==> src/rtl/sprite_fetch_arbiter.sv <==
// Round-robin arbiter sharing one sprite ROM + palette mapper between NUM_REQ pixel requesters.
// A tag pipeline tracks each read in flight and routes the returned pixel back to its requester.
module sprite_fetch_arbiter #(
  parameter int NUM_REQ    = 2,
  parameter int SPR_W      = 32,
  parameter int SPR_H      = 32,
  parameter int NUM_FRAMES = 4,
  parameter int BASE_ADDR  = 0,
  parameter int XW         = 6,
  parameter int FW         = 3,
  parameter int RD_LAT     = 2
) (
  input  logic                  Clk,
  input  logic                  Reset_n,
  input  logic                  flush,
  input  logic [NUM_REQ-1:0]    req_valid,
  output logic [NUM_REQ-1:0]    req_ready,
  input  logic [NUM_REQ*XW-1:0] req_x,
  input  logic [NUM_REQ*XW-1:0] req_y,
  input  logic [NUM_REQ*FW-1:0] req_frame,
  output logic [18:0]           map_address,
  input  logic [7:0]            map_red,
  input  logic [7:0]            map_green,
  input  logic [7:0]            map_blue,
  input  logic                  map_zero,
  output logic [NUM_REQ-1:0]    rsp_valid,
  output logic [7:0]            rsp_red,
  output logic [7:0]            rsp_green,
  output logic [7:0]            rsp_blue,
  output logic                  rsp_zero
);

  localparam int IDW  = (NUM_REQ > 1) ? $clog2(NUM_REQ) : 1;
  localparam int NSTG = RD_LAT + 1;

  logic [IDW-1:0]            rr_ptr_q, rr_ptr_d;
  logic [IDW-1:0]            gnt_id;
  logic [IDW-1:0]            scan_idx;
  logic                      gnt_any;
  int                        scan;

  logic [XW-1:0]             x_sel, y_sel;
  logic [FW-1:0]             frame_sel;
  logic                      oor_sel;

  logic [18:0]               map_address_q, map_address_d;

  logic [NSTG-1:0]           stg_vld_q, stg_vld_d;
  logic [NSTG-1:0][IDW-1:0]  stg_id_q, stg_id_d;
  logic [NSTG-1:0]           stg_oor_q, stg_oor_d;

  logic [NUM_REQ-1:0]        rsp_valid_q, rsp_valid_d;
  logic [7:0]                rsp_red_q, rsp_red_d;
  logic [7:0]                rsp_green_q, rsp_green_d;
  logic [7:0]                rsp_blue_q, rsp_blue_d;
  logic                      rsp_zero_q, rsp_zero_d;

  // Grant: first valid requester after rr_ptr, nothing while flushing.
  always_comb begin
    req_ready = '0;
    gnt_any   = 1'b0;
    gnt_id    = rr_ptr_q;
    scan      = 0;
    scan_idx  = '0;
    if (!flush) begin
      for (int k = 1; k <= NUM_REQ; k++) begin
        scan     = (int'(rr_ptr_q) + k) % NUM_REQ;
        scan_idx = IDW'(scan);
        if (!gnt_any && req_valid[scan_idx]) begin
          gnt_any = 1'b1;
          gnt_id  = scan_idx;
        end
      end
    end
    if (gnt_any) req_ready[gnt_id] = 1'b1;
    rr_ptr_d = gnt_any ? gnt_id : rr_ptr_q;
  end

  // Field select for the granted requester, flat ROM address and range check.
  always_comb begin
    x_sel     = '0;
    y_sel     = '0;
    frame_sel = '0;
    for (int i = 0; i < NUM_REQ; i++) begin
      if (gnt_id == IDW'(i)) begin
        x_sel     = req_x[i*XW +: XW];
        y_sel     = req_y[i*XW +: XW];
        frame_sel = req_frame[i*FW +: FW];
      end
    end
    oor_sel = (int'(x_sel) >= SPR_W) || (int'(y_sel) >= SPR_H) ||
              (int'(frame_sel) >= NUM_FRAMES);
    map_address_d = map_address_q;
    if (gnt_any) begin
      map_address_d = 19'(BASE_ADDR) + 19'(frame_sel) * 19'(SPR_W * SPR_H) +
                      19'(y_sel) * 19'(SPR_W) + 19'(x_sel);
    end
  end

  // Tag pipeline advance; last stage lines up with the mapper output.
  always_comb begin
    stg_vld_d   = flush ? '0 : {stg_vld_q[NSTG-2:0], gnt_any};
    stg_id_d    = {stg_id_q[NSTG-2:0], gnt_id};
    stg_oor_d   = {stg_oor_q[NSTG-2:0], oor_sel};
    rsp_valid_d = '0;
    rsp_red_d   = rsp_red_q;
    rsp_green_d = rsp_green_q;
    rsp_blue_d  = rsp_blue_q;
    rsp_zero_d  = rsp_zero_q;
    if (stg_vld_q[NSTG-1] && !flush) begin
      rsp_valid_d[stg_id_q[NSTG-1]] = 1'b1;
      if (stg_oor_q[NSTG-1]) begin
        rsp_red_d   = 8'h00;
        rsp_green_d = 8'h00;
        rsp_blue_d  = 8'h00;
        rsp_zero_d  = 1'b1;
      end else begin
        rsp_red_d   = map_red;
        rsp_green_d = map_green;
        rsp_blue_d  = map_blue;
        rsp_zero_d  = map_zero;
      end
    end
  end

  // Register boundary: grant state, issued address, tags and response.
  always_ff @(posedge Clk or negedge Reset_n) begin
    if (!Reset_n) begin
      rr_ptr_q      <= IDW'(NUM_REQ - 1);
      map_address_q <= 19'(BASE_ADDR);
      stg_vld_q     <= '0;
      stg_id_q      <= '0;
      stg_oor_q     <= '0;
      rsp_valid_q   <= '0;
      rsp_red_q     <= 8'h00;
      rsp_green_q   <= 8'h00;
      rsp_blue_q    <= 8'h00;
      rsp_zero_q    <= 1'b1;
    end else begin
      rr_ptr_q      <= rr_ptr_d;
      map_address_q <= map_address_d;
      stg_vld_q     <= stg_vld_d;
      stg_id_q      <= stg_id_d;
      stg_oor_q     <= stg_oor_d;
      rsp_valid_q   <= rsp_valid_d;
      rsp_red_q     <= rsp_red_d;
      rsp_green_q   <= rsp_green_d;
      rsp_blue_q    <= rsp_blue_d;
      rsp_zero_q    <= rsp_zero_d;
    end
  end

  assign map_address = map_address_q;
  assign rsp_valid   = rsp_valid_q;
  assign rsp_red     = rsp_red_q;
  assign rsp_green   = rsp_green_q;
  assign rsp_blue    = rsp_blue_q;
  assign rsp_zero    = rsp_zero_q;

endmodule

==> config.mk <==
export PLATFORM = sky130hd
export DESIGN_NAME = sprite_fetch_arbiter
export DESIGN_NICKNAME = d
export VERILOG_FILES = /design/src/rtl/sprite_fetch_arbiter.sv
export SDC_FILE = /design/constraint.sdc
export NUM_CORES = 1
export LEC_CHECK = 0
export ABC_AREA = 1
export CAP_MARGIN = 10
export CORE_MARGIN = 4
export CORE_UTILIZATION = 41
export DETAILED_ROUTE_END_ITERATION = 8
export PLACE_DENSITY = 0.8
export SETUP_SLACK_MARGIN = 0.4
export SYNTH_ARGS = -nofsm -noshare
export SYNTH_HDL_FRONTEND = slang
export SYNTH_SLANG_ARGS = --single-unit
==> constraint.sdc <==
create_clock -name Clk -period 3.1 [get_ports Clk]
set_clock_uncertainty 0.2 [all_clocks]
set_input_delay 0.62 -clock Clk [delete_from_list [all_inputs] [get_ports Clk]]
set_output_delay 0.62 -clock Clk [all_outputs]
set_load 0.05 [all_outputs]
==> results.yml <==
synth:
  synth.area.mux_share: 0
  avgSynthCellArea_sq_um: 8.41
  synth_top_family_by_area: "simple AND/OR/NAND/NOR gates"
  synthDistinctLibCells: 25
  netlist_area_sq_um: 2320
  ys.warnings.count: 0
  synth_area_leaders: "dfrtp_1 53%, nand2_1 16%, o21ai_0 6.0%"
  synth_cells: 276
  synth_top_area_frac: 0.528
  synth_compound_area_frac: 0.0765
  synthAdderAreaFrac: 0.0162
  yosys.area_share.simple: 0.287
  ys_ff_latch: 51
  yosysSeqAreaShare: 0.551
  yosysTopAreaCell: "dfrtp_1"
  synth_xor_area_frac: 0.00377
global_route:
  grt_max_degree: 53
  first_global_vias: 2038
  antenna_found_initial: 0
  overflow: 0
  grt_pass1_wl_microns: 9470
  track_usage: 0.163
clocking:
  path_clk_slew_ps: 90
  clk_latency_ps: 290
  numCtsBuffers: 5
  cts_sinks: 51
  holdBufCountCts: 0
  cts_tree: "done"
  htree_levels: 2
  root_buffer: "clkbuf_8"
  cts.path.max_buffers: 2
final_layout:
  drive_above_1_share: 0.115
  area.growth.synth_to_final_pct: 53.5
  num_antenna_cells: 0
  final_common_cell: "nand2_1"
  final_nets: 446
  final.fill_count: 455
  final_util: 0.647
  final_cell_mix: "101 x nand2_1, 97 x clkdlybuf4s50_1, 49 x dfrtp_1, 26 x o21ai_0, 22 x nand3_1"
  design_area_sq_um: 3560
drt:
  via_per_inst: 4.59
  drtIter0Drc: 79
  route.detailed.drc: 0
  vias: 2091
  wl_per_cell_microns: 12.4
  routed_wl_microns: 5670
  ant_nets: 0
  drt_pass1_iterations: 4
timing:
  drv_slew: 0
  finalSetupViolCount: 0
  max_freq_mhz: 387
  slew-limit-headroom: 0.531
  setup_ws_ps: 513
  min_period_ps: 2590
  timing.final.crit_share: 0.834
  tightest_slew_ps: 703
  rsz0062_at_grt: "no"
  hold_violations: 0
flow_run:
  drv_cap: 0
setup_path:
  crit_path_end_kind: "output port"
  slowest_delay_ps: 510
  criticalPathCategory: "primary input to output port"
  cp.arrival_ps: 1770
  crit_top_cell: "nand2_2"
  crit_start: "req_valid[1]"
  required_ps: 2280
  rr_startpoint: "rr_ptr_q"
  ff2ff_setup_slack_ps: 700
  r2r-end: "map_address[12]"
  cp-start-kind: "primary input"
  cp_max_fo: 7
  worst_path_max_delay_cell: "clkdlybuf4s50_1"
  path_cells: "clkdlybuf4s50_1 -> nand2_2 -> nand2_2 -> inv_2 -> nor2_4 -> buf_12"
  rr_worst_depth: 14
floorplanning:
  die_w_microns: 83.2
  die_h_microns: 83.2
  fp-row-count: 27
  ioPinCount: 108
  initial_utilization: 0.421
  core-area_sq_um: 5510
  dieArea_sq_um: 6930
place:
  dpl_cell_area_sq_um: 3440
  gp_congestion: 0.929
  port_buffers: 102
  post-place-ws_ps: -19.3
  dpl.hpwl_microns: 4460
power:
  p_leak_nw: 1.62
  ir_drop_mv: 0.248
  power_density_nw_per_um2: 579
worst_hold_path:
  hp-class: "primary input to async pin"
run_status:
  status: "complete, no violations"
## synthesized netlist by cell type, drive strengths merged
cell,n
dfstp,2
a21oi,3
o21ai,31
clkbuf,7
nand2,112
nand3,23
and2,1
xor2,1
ha,3
conb,1
inv,20
or2,3
o31ai,1
dfrtp,49
nor2,12
buf,7
## flip-flops by register name, indices dropped and copies added, names as in the netlist
signal and cells:
map_address 14, rr_ptr_q 1, rsp_blue 8, rsp_green 8, rsp_red 8, rsp_valid 2, rsp_zero 1, stg_id_d 2
stg_id_q 1, stg_oor_q 3, stg_vld_q 3
## power breakdown
group          internal [mW]  switching (mW)  total [mW]
registers              0.767          0.0535       0.820
clock network          0.157           0.210       0.368
logic                  0.319           0.558       0.877
## per-stage QoR
step | setup TNS (ps) | hold slack, ps | power, mW | std cells
after floorplan | 0 | 124 | 1.36 | 280
after global placement | 0 | 134 | 1.69 | 447
after detailed placement | -19.3 | 136 | 1.70 | 447
after CTS | 0 | 21.3 | 2.07 | 456
after global routing | 0 | 29.8 | 2.18 | 456
final | 0 | 14.4 | 2.06 | 456
## critical path, delay by kind of cell
kind	cells	cell delay [ps]
and+or+nand+nor	3	380
buffers and inverters	3	760
## cell families (layout without fill, tap and decap cells)
family / count (synthesis) / in the layout
fa+ha+maj: 3 / 3
flops: 51 / 51
simple gates: 151 / 151
compound gates: 35 / 35
xor+xnor: 1 / 1
other cells: 1 / 5
buf+inv: 34 / 138
## area by class of cell
class / count / area [sq um] / share of cell area
multi-input combinational: 195 / 937 / 0.263
sequential: 51 / 1280 / 0.359
timing repair buffer: 110 / 1090 / 0.307
clock buffer: 5 / 68.8 / 0.0193
tap: 72 / 90.1 / 0.0253
inverter: 20 / 75.1 / 0.0211
clock inverter: 3 / 20.0 / 0.00562
## routing by layer
layer / wire length [microns] / global-route usage / vias up
met4: 30 / 0.0312 / 0
met5: 0 / 0 / -
met3: 426 / 0.0446 / 4
met2: 2670 / 0.273 / 81
met1: 2550 / 0.214 / 936
li1: - / - / 1070
## how the worst max path moves through the flow
stage | end | slack (ps) | cells after the start
after floorplan | req_ready[1] | 540 | 5
after global placement | map_address[11] | 80 | 16
after detailed placement | map_address[11] | -20 | 16
after CTS | req_ready[1] | 420 | 6
after global routing | map_address[11] | 420 | 16
final | req_ready[1] | 510 | 6
## repair_timing
action,4_1_cts,5_1_grt
gates cloned,0,0
gates resized for setup,3,7
endpoints found under the setup margin,6,6
setup buffers,1,0
(Power assumes the default switching activity.)
